File: config.mk
export PLATFORM = sky130hd
export DESIGN_NAME = ftdi_reg_bridge
export DESIGN_NICKNAME = d
export VERILOG_FILES = /design/src/rtl/ftdi_bridge_pkg.sv /design/src/rtl/ftdi_tx_serializer.sv /design/src/rtl/ftdi_reg_bridge.sv
export SDC_FILE = /design/constraint.sdc
export NUM_CORES = 1
export LEC_CHECK = 0
export ABC_AREA = 1
export ABC_CLOCK_PERIOD_IN_PS = 2410
export CORE_MARGIN = 3
export CORE_UTILIZATION = 40
export CTS_CLUSTER_SIZE = 10
export DETAILED_ROUTE_END_ITERATION = 10
export SYNTH_ARGS = -nofsm -noshare
export SYNTH_HDL_FRONTEND = slang
export SYNTH_SLANG_ARGS = --single-unit
export TNS_END_PERCENT = 100
File: constraint.sdc
create_clock -name clk -period 2.41 [get_ports clk]
set_input_delay 0.482 -clock clk [delete_from_list [all_inputs] [get_ports clk]]
set_output_delay 0.482 -clock clk [all_outputs]
set_load 0.02 [all_outputs]
File: src/rtl/ftdi_bridge_pkg.sv
// Shared types and byte constants for the FT245 register bridge.
package ftdi_bridge_pkg;

  typedef enum logic [2:0] {
    S_IDLE,
    S_W_ADDR,
    S_R_ADDR,
    S_W_DATA,
    S_WRITE,
    S_READ,
    S_R_WAIT,
    S_RESP
  } state_e;

  localparam logic [7:0] CMD_WR  = 8'h57;
  localparam logic [7:0] CMD_RD  = 8'h52;

  localparam logic [7:0] RSP_WR  = 8'h4B;
  localparam logic [7:0] RSP_RD  = 8'h72;
  localparam logic [7:0] RSP_ERR = 8'h65;

  localparam logic [2:0] LEN_WR  = 3'd2;
  localparam logic [2:0] LEN_RD  = 3'd6;

  // States in which the bridge is willing to take a host byte.
  function automatic logic rx_open(input state_e s);
    return (s == S_IDLE) || (s == S_W_ADDR) || (s == S_R_ADDR) || (s == S_W_DATA);
  endfunction

endpackage

File: src/rtl/ftdi_tx_serializer.sv
// Shifts a response frame (byte 0 in bits [7:0]) out over the tx handshake.
module ftdi_tx_serializer (
  input  logic        clk,
  input  logic        resetn,
  input  logic        load,
  input  logic [47:0] resp,
  input  logic [2:0]  len,
  input  logic        tx_rdy,
  output logic [7:0]  tx_din,
  output logic        tx_dv_in,
  output logic        busy
);

  logic [47:0] shift_q;
  logic [2:0]  cnt_q;
  logic        dv_q;

  // Load a frame, then advance one byte per accepted handshake; the last byte is held.
  always_ff @(posedge clk or negedge resetn) begin
    if (!resetn) begin
      shift_q <= '0;
      cnt_q   <= '0;
      dv_q    <= 1'b0;
    end else if (load) begin
      shift_q <= resp;
      cnt_q   <= len;
      dv_q    <= 1'b1;
    end else if (dv_q && tx_rdy) begin
      cnt_q <= cnt_q - 3'd1;
      if (cnt_q == 3'd1) begin
        dv_q <= 1'b0;
      end else begin
        shift_q <= {8'h00, shift_q[47:8]};
      end
    end
  end

  assign tx_din   = shift_q[7:0];
  assign tx_dv_in = dv_q;
  assign busy     = dv_q;

endmodule

File: src/rtl/ftdi_reg_bridge.sv
// Parses host read/write frames into register bus strobes and returns responses.
//
// state    | meaning
// ---------+--------------------------------------------------
// S_IDLE   | waiting for a command byte; unknown bytes dropped
// S_W_ADDR | write frame, expecting address byte
// S_R_ADDR | read frame, expecting address byte
// S_W_DATA | write frame, collecting d0..d3 (little-endian)
// S_WRITE  | one-cycle reg_we, load write acknowledge
// S_READ   | one-cycle reg_re
// S_R_WAIT | waiting for reg_rvalid or read timeout
// S_RESP   | response bytes draining through the serializer
module ftdi_reg_bridge
  import ftdi_bridge_pkg::*;
#(
  parameter int RX_TIMEOUT = 1024,
  parameter int RD_TIMEOUT = 256
) (
  input  logic        clk,
  input  logic        resetn,
  input  logic [7:0]  rx_dout,
  input  logic        rx_dv_out,
  output logic        rx_rdy,
  output logic [7:0]  tx_din,
  output logic        tx_dv_in,
  input  logic        tx_rdy,
  output logic [7:0]  reg_addr,
  output logic [31:0] reg_wdata,
  output logic        reg_we,
  output logic        reg_re,
  input  logic [31:0] reg_rdata,
  input  logic        reg_rvalid,
  output logic [7:0]  err_count
);

  localparam int RX_TW = $clog2(RX_TIMEOUT + 1);
  localparam int RD_TW = $clog2(RD_TIMEOUT + 1);
  localparam logic [RX_TW-1:0] RX_TMR_MAX = RX_TW'(RX_TIMEOUT - 1);
  localparam logic [RD_TW-1:0] RD_TMR_MAX = RD_TW'(RD_TIMEOUT - 1);

  state_e            state_q, state_d;
  logic              rx_rdy_q, rx_rdy_d;
  logic              reg_we_q, reg_we_d;
  logic              reg_re_q, reg_re_d;
  logic [7:0]        addr_q;
  logic [31:0]       wdata_q;
  logic [1:0]        idx_q;
  logic [RX_TW-1:0]  rx_tmr_q;
  logic [RD_TW-1:0]  rd_tmr_q;
  logic [7:0]        err_q;

  logic              rx_acc, in_frame, rx_tmo, rd_tmo, err_inc;
  logic              ser_load, ser_busy;
  logic [47:0]       ser_resp;
  logic [2:0]        ser_len;

  assign rx_acc   = rx_dv_out && rx_rdy_q;
  assign in_frame = (state_q == S_W_ADDR) || (state_q == S_R_ADDR) || (state_q == S_W_DATA);
  assign rx_tmo   = in_frame && !rx_acc && (rx_tmr_q == '0);
  assign rd_tmo   = (state_q == S_R_WAIT) && !reg_rvalid && (rd_tmr_q == '0);

  // State register.
  always_ff @(posedge clk or negedge resetn) begin
    if (!resetn) state_q <= S_IDLE;
    else         state_q <= state_d;
  end

  // Next-state decode; an accepted byte always beats an expiring timer.
  always_comb begin
    state_d = state_q;
    case (state_q)
      S_IDLE: begin
        if (rx_acc && rx_dout == CMD_WR)      state_d = S_W_ADDR;
        else if (rx_acc && rx_dout == CMD_RD) state_d = S_R_ADDR;
      end
      S_W_ADDR: begin
        if (rx_acc)      state_d = S_W_DATA;
        else if (rx_tmo) state_d = S_IDLE;
      end
      S_R_ADDR: begin
        if (rx_acc)      state_d = S_READ;
        else if (rx_tmo) state_d = S_IDLE;
      end
      S_W_DATA: begin
        if (rx_acc && idx_q == 2'd3) state_d = S_WRITE;
        else if (rx_tmo)             state_d = S_IDLE;
      end
      S_WRITE:  state_d = S_RESP;
      S_READ:   state_d = S_R_WAIT;
      S_R_WAIT: if (reg_rvalid || rd_tmo) state_d = S_RESP;
      S_RESP:   if (!ser_busy) state_d = S_IDLE;
      default:  state_d = S_IDLE;
    endcase
  end

  // Output decode: registered strobes follow the next state, responses load from the current one.
  always_comb begin
    rx_rdy_d = rx_open(state_d);
    reg_we_d = (state_d == S_WRITE);
    reg_re_d = (state_d == S_READ);
    ser_load = 1'b0;
    ser_resp = '0;
    ser_len  = LEN_WR;
    err_inc  = 1'b0;
    case (state_q)
      S_IDLE:   err_inc = rx_acc && (rx_dout != CMD_WR) && (rx_dout != CMD_RD);
      S_W_ADDR, S_R_ADDR, S_W_DATA: err_inc = rx_tmo;
      S_WRITE: begin
        ser_load = 1'b1;
        ser_resp = {32'h0, addr_q, RSP_WR};
        ser_len  = LEN_WR;
      end
      S_R_WAIT: begin
        if (reg_rvalid) begin
          ser_load = 1'b1;
          ser_resp = {reg_rdata, addr_q, RSP_RD};
          ser_len  = LEN_RD;
        end else if (rd_tmo) begin
          ser_load = 1'b1;
          ser_resp = {32'h0, addr_q, RSP_ERR};
          ser_len  = LEN_RD;
          err_inc  = 1'b1;
        end
      end
      default: ;
    endcase
  end

  // Datapath: address/data capture, down-counting timers, saturating error counter.
  always_ff @(posedge clk or negedge resetn) begin
    if (!resetn) begin
      rx_rdy_q <= 1'b0;
      reg_we_q <= 1'b0;
      reg_re_q <= 1'b0;
      addr_q   <= '0;
      wdata_q  <= '0;
      idx_q    <= '0;
      rx_tmr_q <= '0;
      rd_tmr_q <= '0;
      err_q    <= '0;
    end else begin
      rx_rdy_q <= rx_rdy_d;
      reg_we_q <= reg_we_d;
      reg_re_q <= reg_re_d;
      if (rx_acc && (state_q == S_W_ADDR || state_q == S_R_ADDR)) addr_q <= rx_dout;
      if (state_q != S_W_DATA) begin
        idx_q <= 2'd0;
      end else if (rx_acc) begin
        wdata_q[{idx_q, 3'b000} +: 8] <= rx_dout;
        idx_q <= idx_q + 2'd1;
      end
      if (rx_acc)                           rx_tmr_q <= RX_TMR_MAX;
      else if (in_frame && rx_tmr_q != '0)  rx_tmr_q <= rx_tmr_q - 1'b1;
      if (state_q == S_READ)                          rd_tmr_q <= RD_TMR_MAX;
      else if (state_q == S_R_WAIT && rd_tmr_q != '0) rd_tmr_q <= rd_tmr_q - 1'b1;
      if (err_inc && err_q != 8'hFF) err_q <= err_q + 8'd1;
    end
  end

  ftdi_tx_serializer u_ser (
    .clk      (clk),
    .resetn   (resetn),
    .load     (ser_load),
    .resp     (ser_resp),
    .len      (ser_len),
    .tx_rdy   (tx_rdy),
    .tx_din   (tx_din),
    .tx_dv_in (tx_dv_in),
    .busy     (ser_busy)
  );

  assign rx_rdy    = rx_rdy_q;
  assign reg_we    = reg_we_q;
  assign reg_re    = reg_re_q;
  assign reg_addr  = addr_q;
  assign reg_wdata = wdata_q;
  assign err_count = err_q;

endmodule

==> impl_metrics.json, run 1 <==
{
  "status": "complete, no violations",
  "fin_skew_ps": 11.30,
  "die_y_um": 136.5,
  "path_class": "flop to output pin",
  "antenna_found_initial": 0,
  "ys_ff_latch": 128,
  "cts_buffers": 17,
  "cp.required_ps": 1930,
  "grt_max_degree": 52,
  "antenna_cells": 0,
  "drc": 0,
  "p_leak_nw": 4.311,
  "h-tree-depth": 4,
  "cts_resized": 0,
  "placed_cell_area_um2": 8078,
  "max_stage_delay_ps": 660,
  "vias": 5871,
  "cts_tree": "done",
  "cts_hold_buf": 0,
  "globalplace.congestion": 0.8388,
  "drtPass1Iterations": 6,
  "syn_to_final_growth_pct": 27.50,
  "fin_crit_sh_pct": 85.26,
  "rsz0062_at_grt": "no",
  "dpl.hpwl_um": 11900,
  "routed_wirelength_um": 17050,
  "max_clock_freq_mhz": 486.7,
  "setup_total_negative_slack_ps": 0,
  "initial_core_util_pct": 40.93,
  "grt-ovfl-total": 0,
  "min_path_type": "primary input to async pin",
  "post_cts.repair.setup_buffers": 0,
  "path_cells": "clkdlybuf4s50_1",
  "clkSinkCount": 128,
  "crit_path_start_kind": "flop",
  "maxCapViolations": 0,
  "synth_warnings": 0,
  "die_area_um2": 18630,
  "clock_path_buffers": 2,
  "rows": 47,
  "arrival_ps": 1570,
  "p_per_area_nw_per_um2": 1204,
  "yosysUniqueCellTypes": 44,
  "cts-root-buf": "clkbuf_16",
  "post_drt_wl_per_cell_um": 14.19,
  "nets": 1027,
  "multi_input_area_um2": 2940,
  "dpl.cell_count": 1170,
  "slew_violations": 0,
  "yosysSeqAreaShare_pct": 47.02,
  "io_pins": 105,
  "die_x_um": 136.5,
  "stdcell_area_um2": 8685,
  "peakVddDrop_v": 0.0007031,
  "drt-initial-drc-count": 480,
  "synth_top_area_share_pct": 47.02,
  "track_usage_pct": 19.36,
  "finalSetupViolCount": 0,
  "crit_fanout": 5,
  "synth_top_cell_by_area": "dfrtp_1",
  "path_clk_slew_ps": 60,
  "port_buffers": 104,
  "syn_inst": 868,
  "grt_pass1_wl_um": 28380,
  "regArea_um2": 3203,
  "layout.cells.non_filler": 1202,
  "hold_violations": 0,
  "crit_buf_inv": 1,
  "worst_pin_slew_ps": 509.6,
  "avgSynthCellArea_um2": 7.847,
  "antenna_left": 0,
  "syn-num-nets": 926,
  "clock_latency_ps": 430,
  "cp-end-kind": "output pin",
  "fillCellCount": 1576,
  "grt_pass1_vias": 5495,
  "cp_top_family": "buffers and inverters",
  "core_area_um2": 16640,
  "vias_per_cell": 4.884,
  "synth_area_leaders": "dfrtp_1, nand2_1, nand3_1, inv_1, o21ai_0",
  "crit_slowest_cell": "clkdlybuf4s50_1",
  "max-slew-margin-rel_pct": 66.03,
  "syn_area_um2": 6812,
  "drive_gt1_share_pct": 8.961,
  "post-route-min-period_ps": 2055
}
## stage by stage
stage / worst slack [ps] / utilization (%) / hold slack (ps) / total power [mW]
2_1_floorplan: 367.7 / - / 186.4 / 6.537
3_3_place_gp: 285.5 / 48.54 / 462.7 / 7.804
3_5_place_dp: 273.7 / 48.54 / 467.7 / 7.845
4_1_cts: 338.8 / 52.18 / 16.34 / 10.55
5_1_grt: 254.6 / 52.18 / 30.20 / 11.30
6_report: 355.2 / 52.18 / 6.523 / 10.46
## cell type report
| cell class | count | area share (%) |
|---|---|---|
| clock buffers | 19 | 5.100 |
| clock inverters | 13 | 1.887 |
| inverters | 110 | 4.769 |
| multi-input cells | 586 | 33.86 |
| flip-flops and latches | 128 | 36.88 |
| well taps | 220 | 3.170 |
| repair buffers | 126 | 14.34 |
## registers in the layout, indices dropped and copies added (netlist names)
| register | flops |
|---|---|
| reg_re | 1 |
| reg_addr | 8 |
| reg_we | 1 |
| rx_rdy | 1 |
| rd_tmr_q | 9 |
| state_q | 3 |
| u_ser.shift_q | 48 |
| u_ser.busy | 1 |
| idx_q | 2 |
| rx_tmr_q | 11 |
| reg_wdata | 32 |
| err_count | 8 |
| u_ser.cnt_q | 3 |
## cell families (layout without fill, tap and decap cells)
| group | count (synthesis) | after routing | synth area share [%] |
|---|---|---|---|
| adder cells (fa/ha/maj) | 13 | 13 | 2.388 |
| buffers and inverters | 154 | 268 | 9.809 |
| multiplexers | 1 | 1 | 0.1653 |
| XOR/XNOR | 11 | 11 | 1.414 |
| AO/OA/AOI/OAI | 107 | 107 | 9.185 |
| AND/OR/NAND/NOR | 454 | 454 | 30.01 |
| flip-flops | 128 | 128 | 47.02 |
## metal layers
metal  vias up  track usage, %  routed length, µm  part of all wire [%]
li1       2998               -                  -                     -
met1      2721           29.04               8568                    50
met2       139           27.55               7466                    44
met3        13           4.706                842                   4.9
met4         0           5.879                173                   1.0
met5         -               0                  0                     0
## worst paths after layout
| path | slack (ps) | end | start | cells after the start |
|---|---|---|---|---|
| worst max-delay path | 360 | tx_dv_in | u_ser.busy | 1 |
| worst min-delay path | 7 | rx_tmr_q[5] | resetn | 1 |
| worst max register to register | 430 | u_ser.shift_q[11] | rd_tmr_q[0] | 12 |
| worst min register to register | 480 | reg_wdata[9] | reg_wdata[9] | 2 |
| max in group asynchronous | 1760 | rd_tmr_q[3] | resetn | 2 |
| min in group clk | 480 | reg_wdata[9] | reg_wdata[9] | 2 |
## power by group
part           internal [mW]  total, mW  switching, mW
logic                   1.66       4.34           2.68
clock network           1.65       2.65          0.997
registers               2.93       3.47          0.544
## Yosys cell counts (all sizes together)
| cell type | number |
|---|---|
| a21oi | 10 |
| a31oi | 1 |
| a32oi | 1 |
| buf | 37 |
| clkbuf | 7 |
| clkinv | 3 |
| dfrtp | 128 |
| ha | 13 |
| inv | 107 |
| mux2 | 1 |
| nand2 | 274 |
| nand3 | 79 |
| nand3b | 4 |
| nand4 | 34 |
| nor2 | 51 |
| nor3 | 7 |
| nor3b | 3 |
| o2111ai | 1 |
| o211ai | 3 |
| o21a | 1 |
| o21ai | 71 |
| o21bai | 1 |
| o22ai | 1 |
| o31ai | 9 |
| o41ai | 8 |
| or2 | 2 |
| xnor2 | 1 |
| xor2 | 10 |
## cells in the final DEF, fill, tap and decap left out, types with 2 or more instances in the layout
cell type,Yosys,layout
a21oi_1,9,9
buf_12,0,3
buf_4,13,19
bufinv_16,0,3
clkbuf_16,0,17
clkdlybuf4s50_1,0,103
clkinv_1,2,2
clkinv_2,1,4
clkinv_4,0,5
clkinvlp_4,0,2
dfrtp_1,128,128
ha_1,13,13
inv_1,99,99
inv_2,8,8
nand2_1,265,265
nand2_2,5,5
nand2_4,4,4
nand3_1,76,76
nand3_2,2,2
nand3b_1,4,4
nand4_1,34,34
nor2_1,42,42
nor2_2,6,6
nor2_4,2,2
nor3_1,6,6
nor3b_1,3,3
o211ai_1,3,3
o21ai_0,60,60
o21ai_1,10,10
o31ai_1,9,9
o41ai_1,8,8
or2_0,2,2
xor2_1,10,10
(Power assumes the default switching activity.)
==> run 2, diff against run 1 <==
CORE_UTILIZATION = 30   (was 40)
==> impl_metrics.json, run 2 (synthesis gave the netlist of run 1 again) <==
{
  "status": "complete, no violations",
  "max-slew-margin-rel_pct": 66.80,
  "clock_latency_ps": 430,
  "worst_r2r_endpoint": "reg_wdata[19]",
  "utilization_pct": 39.98,
  "die_area_um2": 24550,
  "post_drt_wl_per_cell_um": 13.98,
  "crit_path_start_kind": "flop",
  "largest_reg_flops": 48,
  "dpl.hpwl_um": 12740,
  "finalPower_mw": 10.55,
  "die_x_um": 156.7,
  "setup_total_negative_slack_ps": 0,
  "rows": 54,
  "antenna_left": 0,
  "finalSetupViolCount": 0,
  "drive_gt1_share_pct": 9.514,
  "hold_violations": 0,
  "path_clk_slew_ps": 60,
  "routed_wirelength_um": 17730,
  "syn_to_final_growth_pct": 29.68,
  "port_buffers": 104,
  "p_per_area_nw_per_um2": 1195,
  "slew_violations": 0,
  "fin_hold_ws_ps": 476.1,
  "cp.required_ps": 1930,
  "antenna_found_initial": 0,
  "die_y_um": 156.7,
  "nets": 1033,
  "core_area_um2": 22090,
  "whs_path_depth": 2,
  "h-tree-depth": 4,
  "grt_pass1_wl_um": 29050,
  "grt-ovfl-total": 0,
  "vias": 5937,
  "maxCapViolations": 0,
  "arrival_ps": 1550,
  "track_usage_pct": 14.70,
  "r2r_start": "idx_q[1]",
  "crit_buf_inv": 1,
  "post-place-ws_ps": 247.7,
  "hold_start": "u_ser.shift_q[23]",
  "globalplace.congestion": 0.7903,
  "crit_slowest_cell": "clkdlybuf4s50_1",
  "grt_pass1_vias": 5581,
  "rsz0062_at_grt": "no",
  "cts_resized": 0,
  "antenna_cells": 0,
  "drc": 0,
  "mostFrequentLayoutCells": "nand2_1, dfrtp_1, clkdlybuf4s50_1",
  "cts_buffers": 17,
  "cts_tree": "done",
  "cp-end-kind": "output pin",
  "final_common_cell": "nand2_1",
  "cp_top_family": "buffers and inverters",
  "worst_pin_slew_ps": 496.2,
  "post_cts.repair.setup_buffers": 0,
  "grt_max_degree": 53,
  "fin_crit_sh_pct": 84.32,
  "io_pins": 105,
  "hold_end": "u_ser.shift_q[23]",
  "max_stage_delay_ps": 690,
  "min_path_type": "flop to flop",
  "vias_per_cell": 4.682,
  "initial_core_util_pct": 30.83,
  "regMostFlops": "u_ser.shift_q",
  "drt-initial-drc-count": 419,
  "r2r_cells": 6,
  "clkSinkCount": 128,
  "cts-root-buf": "clkbuf_16",
  "fin_skew_ps": 18.82,
  "clock_path_buffers": 2,
  "crit_fanout": 5,
  "max_clock_freq_mhz": 492.1,
  "path_cells": "clkdlybuf4s50_1",
  "drtPass1Iterations": 5,
  "fin_ws_ps": 377.9,
  "p_leak_nw": 4.359,
  "r2r_slack_ps": 470,
  "peakVddDrop_v": 0.0006476,
  "post-route-min-period_ps": 2032,
  "path_class": "flop to output pin"
}
[run 2: cell types whose count changed in the layout (fill, tap and decap cells not counted), moves of 3 or more]
cell	previous run	this run
inv_8	0	5
buf_4	19	23
clkinv_2	4	1
inv_6	0	6
clkinv_4	5	2
[run 2: worst max path at each step]
stage / from / to / slack, ps / depth (start not counted)
2_1_floorplan: idx_q[0] / reg_wdata[16] / 370 / 8
3_5_place_dp: rx_dout[5] / err_count[5] / 250 / 10
6_report: u_ser.busy / tx_dv_in / 380 / 1
3_3_place_gp: rx_dv_out / err_count[6] / 260 / 9
5_1_grt: rd_tmr_q[0] / u_ser.shift_q[11] / 240 / 12
4_1_cts: u_ser.busy / tx_dv_in / 340 / 1
[run 2: where the power goes]
group	switching [mW]	internal [mW]
sequential	0.546	2.92
clock	1.11	1.58
combinational	2.70	1.70
[run 2: cell type report]
class,count,area (µm²)
clock inverter,15,186.4
fill,2214,13260
tap,280,350.3
multi-input combinational,586,2940
clock buffer,17,425.4
inverter,110,414.1
sequential,128,3203
timing repair buffer,132,1314
[run 2: routing by layer]
layer / part of all wire, % / up-vias / track usage (%)
met5: 0 / - / 0
met4: 0.99 / 0 / 4.127
met3: 3.6 / 10 / 2.572
met2: 46 / 107 / 22.23
met1: 49 / 2796 / 21.64
li1: - / 3024 / -
[run 2: tightest hold or removal path: stages, from the launching register on]
cell,delay (ps)
dfrtp_1,340
nand2_1,50
nand2_1,60
[run 2: repair_timing]
action / 4_1_cts / 5_1_grt
hold buffers: 1 / 0
endpoints found under the setup margin: 0 / 0
endpoints found under the hold margin: 24 / 0
[run 2: stage by stage]
stage | instance area [µm²] | std cells
global route | 8833 | 1268
CTS | 8833 | 1268
finish | 8833 | 1268
detailed placement | 8212 | 1235
global placement | 8212 | 1235
floorplan | 6812 | 868
==> run 3, diff against run 2 <==
ABC_CLOCK_PERIOD_IN_PS = 1750   (was 2410)
clock period = 1.75 ns   (was 2.41 ns; I/O delays follow)
==> impl_metrics.json, run 3 (synthesis gave the netlist of run 1 again) <==
{
  "mostFrequentLayoutCells": "nand2_1, dfrtp_1, inv_1",
  "io_pins": 105,
  "post_drt_wl_per_cell_um": 13.89,
  "core_area_um2": 22090,
  "crit_slowest_cell": "clkdlybuf4s50_1",
  "max_stage_delay_ps": 610,
  "worst_pin_slew_ps": 438.1,
  "die_y_um": 156.7,
  "utilization_pct": 41.96,
  "dpl.hpwl_um": 12940,
  "r2r_start": "rd_tmr_q[1]",
  "max-slew-margin-rel_pct": 70.80,
  "r2r_cells": 11,
  "peakVddDrop_v": 0.0007926,
  "initial_core_util_pct": 30.83,
  "grt_max_degree": 77,
  "drtPass1Iterations": 4,
  "regMostFlops": "u_ser.shift_q",
  "die_x_um": 156.7,
  "fin_hold_ws_ps": 469.1,
  "track_usage_pct": 14.78,
  "crit_buf_inv": 1,
  "fillCellCount": 2224,
  "vias_per_cell": 4.645,
  "finalSetupViolCount": 0,
  "fin_skew_ps": 8.932,
  "layout.cells.non_filler": 1306,
  "h-tree-depth": 4,
  "final_common_cell": "nand2_1",
  "min_path_type": "primary input to async pin",
  "globalplace.congestion": 0.8097,
  "max_clock_freq_mhz": 584.3,
  "drive_gt1_share_pct": 13.84,
  "finalPower_mw": 15.19,
  "port_buffers": 104,
  "cts-root-buf": "clkbuf_16",
  "routed_wirelength_um": 18140,
  "p_leak_nw": 4.930,
  "cp-end-kind": "output pin",
  "fin_ws_ps": 38.61,
  "grt_pass1_wl_um": 29170,
  "slew_violations": 0,
  "grt-ovfl-total": 0,
  "post-place-ws_ps": -175.0,
  "fin_crit_sh_pct": 97.79,
  "clkSinkCount": 128,
  "cts_buffers": 17,
  "arrival_ps": 1360,
  "p_per_area_nw_per_um2": 1639,
  "vias": 6067,
  "clock_path_buffers": 2,
  "hold_violations": 0,
  "syn_to_final_growth_pct": 36.09,
  "drc": 0,
  "cp.required_ps": 1400,
  "path_cells": "clkdlybuf4s50_1",
  "clock_latency_ps": 410,
  "dpl.cell_count": 1270,
  "path_clk_slew_ps": 60,
  "r2r_slack_ps": 80,
  "crit_fanout": 2,
  "antenna_cells": 0,
  "die_area_um2": 24550,
  "antenna_left": 0,
  "crit_path_start_kind": "flop",
  "drt-initial-drc-count": 408,
  "largest_reg_flops": 48,
  "nets": 1071,
  "grt_pass1_vias": 5752,
  "cp_top_family": "buffers and inverters",
  "post-route-min-period_ps": 1711,
  "rows": 54,
  "status": "complete, no violations",
  "worst_r2r_endpoint": "u_ser.shift_q[40]",
  "antenna_found_initial": 0,
  "path_class": "flop to output pin",
  "maxCapViolations": 0,
  "cts_tree": "done"
}
==> run 3: final cells by class <==
type / instances / area (µm²) / area share (%)
clock buffers: 20 / 466.7 / 5.034
clock inverters: 12 / 182.7 / 1.971
inverters: 110 / 422.9 / 4.562
multi-input cells: 586 / 2990 / 32.26
flip-flops and latches: 128 / 3204 / 34.57
well taps: 280 / 350.3 / 3.779
repair buffers: 170 / 1653 / 17.83
==> run 3: worst max-delay path by stage <==
stage                  startpoint                 to  slack [ps]  depth (start not counted)
CTS                  reg_wdata[3]       reg_wdata[3]           1                          1
global placement        rx_dv_out             rx_rdy        -150                          9
floorplan                idx_q[0]       reg_wdata[0]         -20                          7
finish              reg_wdata[30]      reg_wdata[30]          40                          1
global route          rd_tmr_q[1]  u_ser.shift_q[31]         -30                         12
detailed placement     rx_dout[2]       err_count[3]        -170                          9
==> run 3: tightest hold or removal path: stages <==
cell and delay [ps]:
dlygate4sd3_1 530, buf_4 140, buf_12 250
==> run 3: what timing repair did <==
item / in CTS / in global routing
pin swaps: 0 / 3
setup buffers: 0 / 2
gates cloned: 0 / 1
endpoints found under the setup margin: 53 / 64
hold buffers: 1 / 0
endpoints found under the hold margin: 52 / 0
gates resized for setup: 44 / 30
==> run 3: per-stage QoR <==
| stage | TNS, ps | cell area [µm²] |
|---|---|---|
| finish | 0 | 9270 |
| global route | -306.8 | 9270 |
| CTS | 0 | 9138 |
| detailed placement | -7638 | 8526 |
| global placement | -6618 | 8526 |
| floorplan | -149.8 | 6828 |
==> run 3: power by group <==
group          internal (mW)  switching, mW
logic                   2.65           3.91
registers               4.03          0.721
clock network           2.51           1.38
==> run 3: per-layer routing <==
metal	global-route usage [%]	vias to the layer above	wire length [µm]	share of wire [%]
met5	0	-	0	0
met4	4.585	0	144	0.79
met3	2.572	9	490	2.7
met2	22.56	93	8480	47
met1	21.37	2867	9020	50
li1	-	3098	-	-
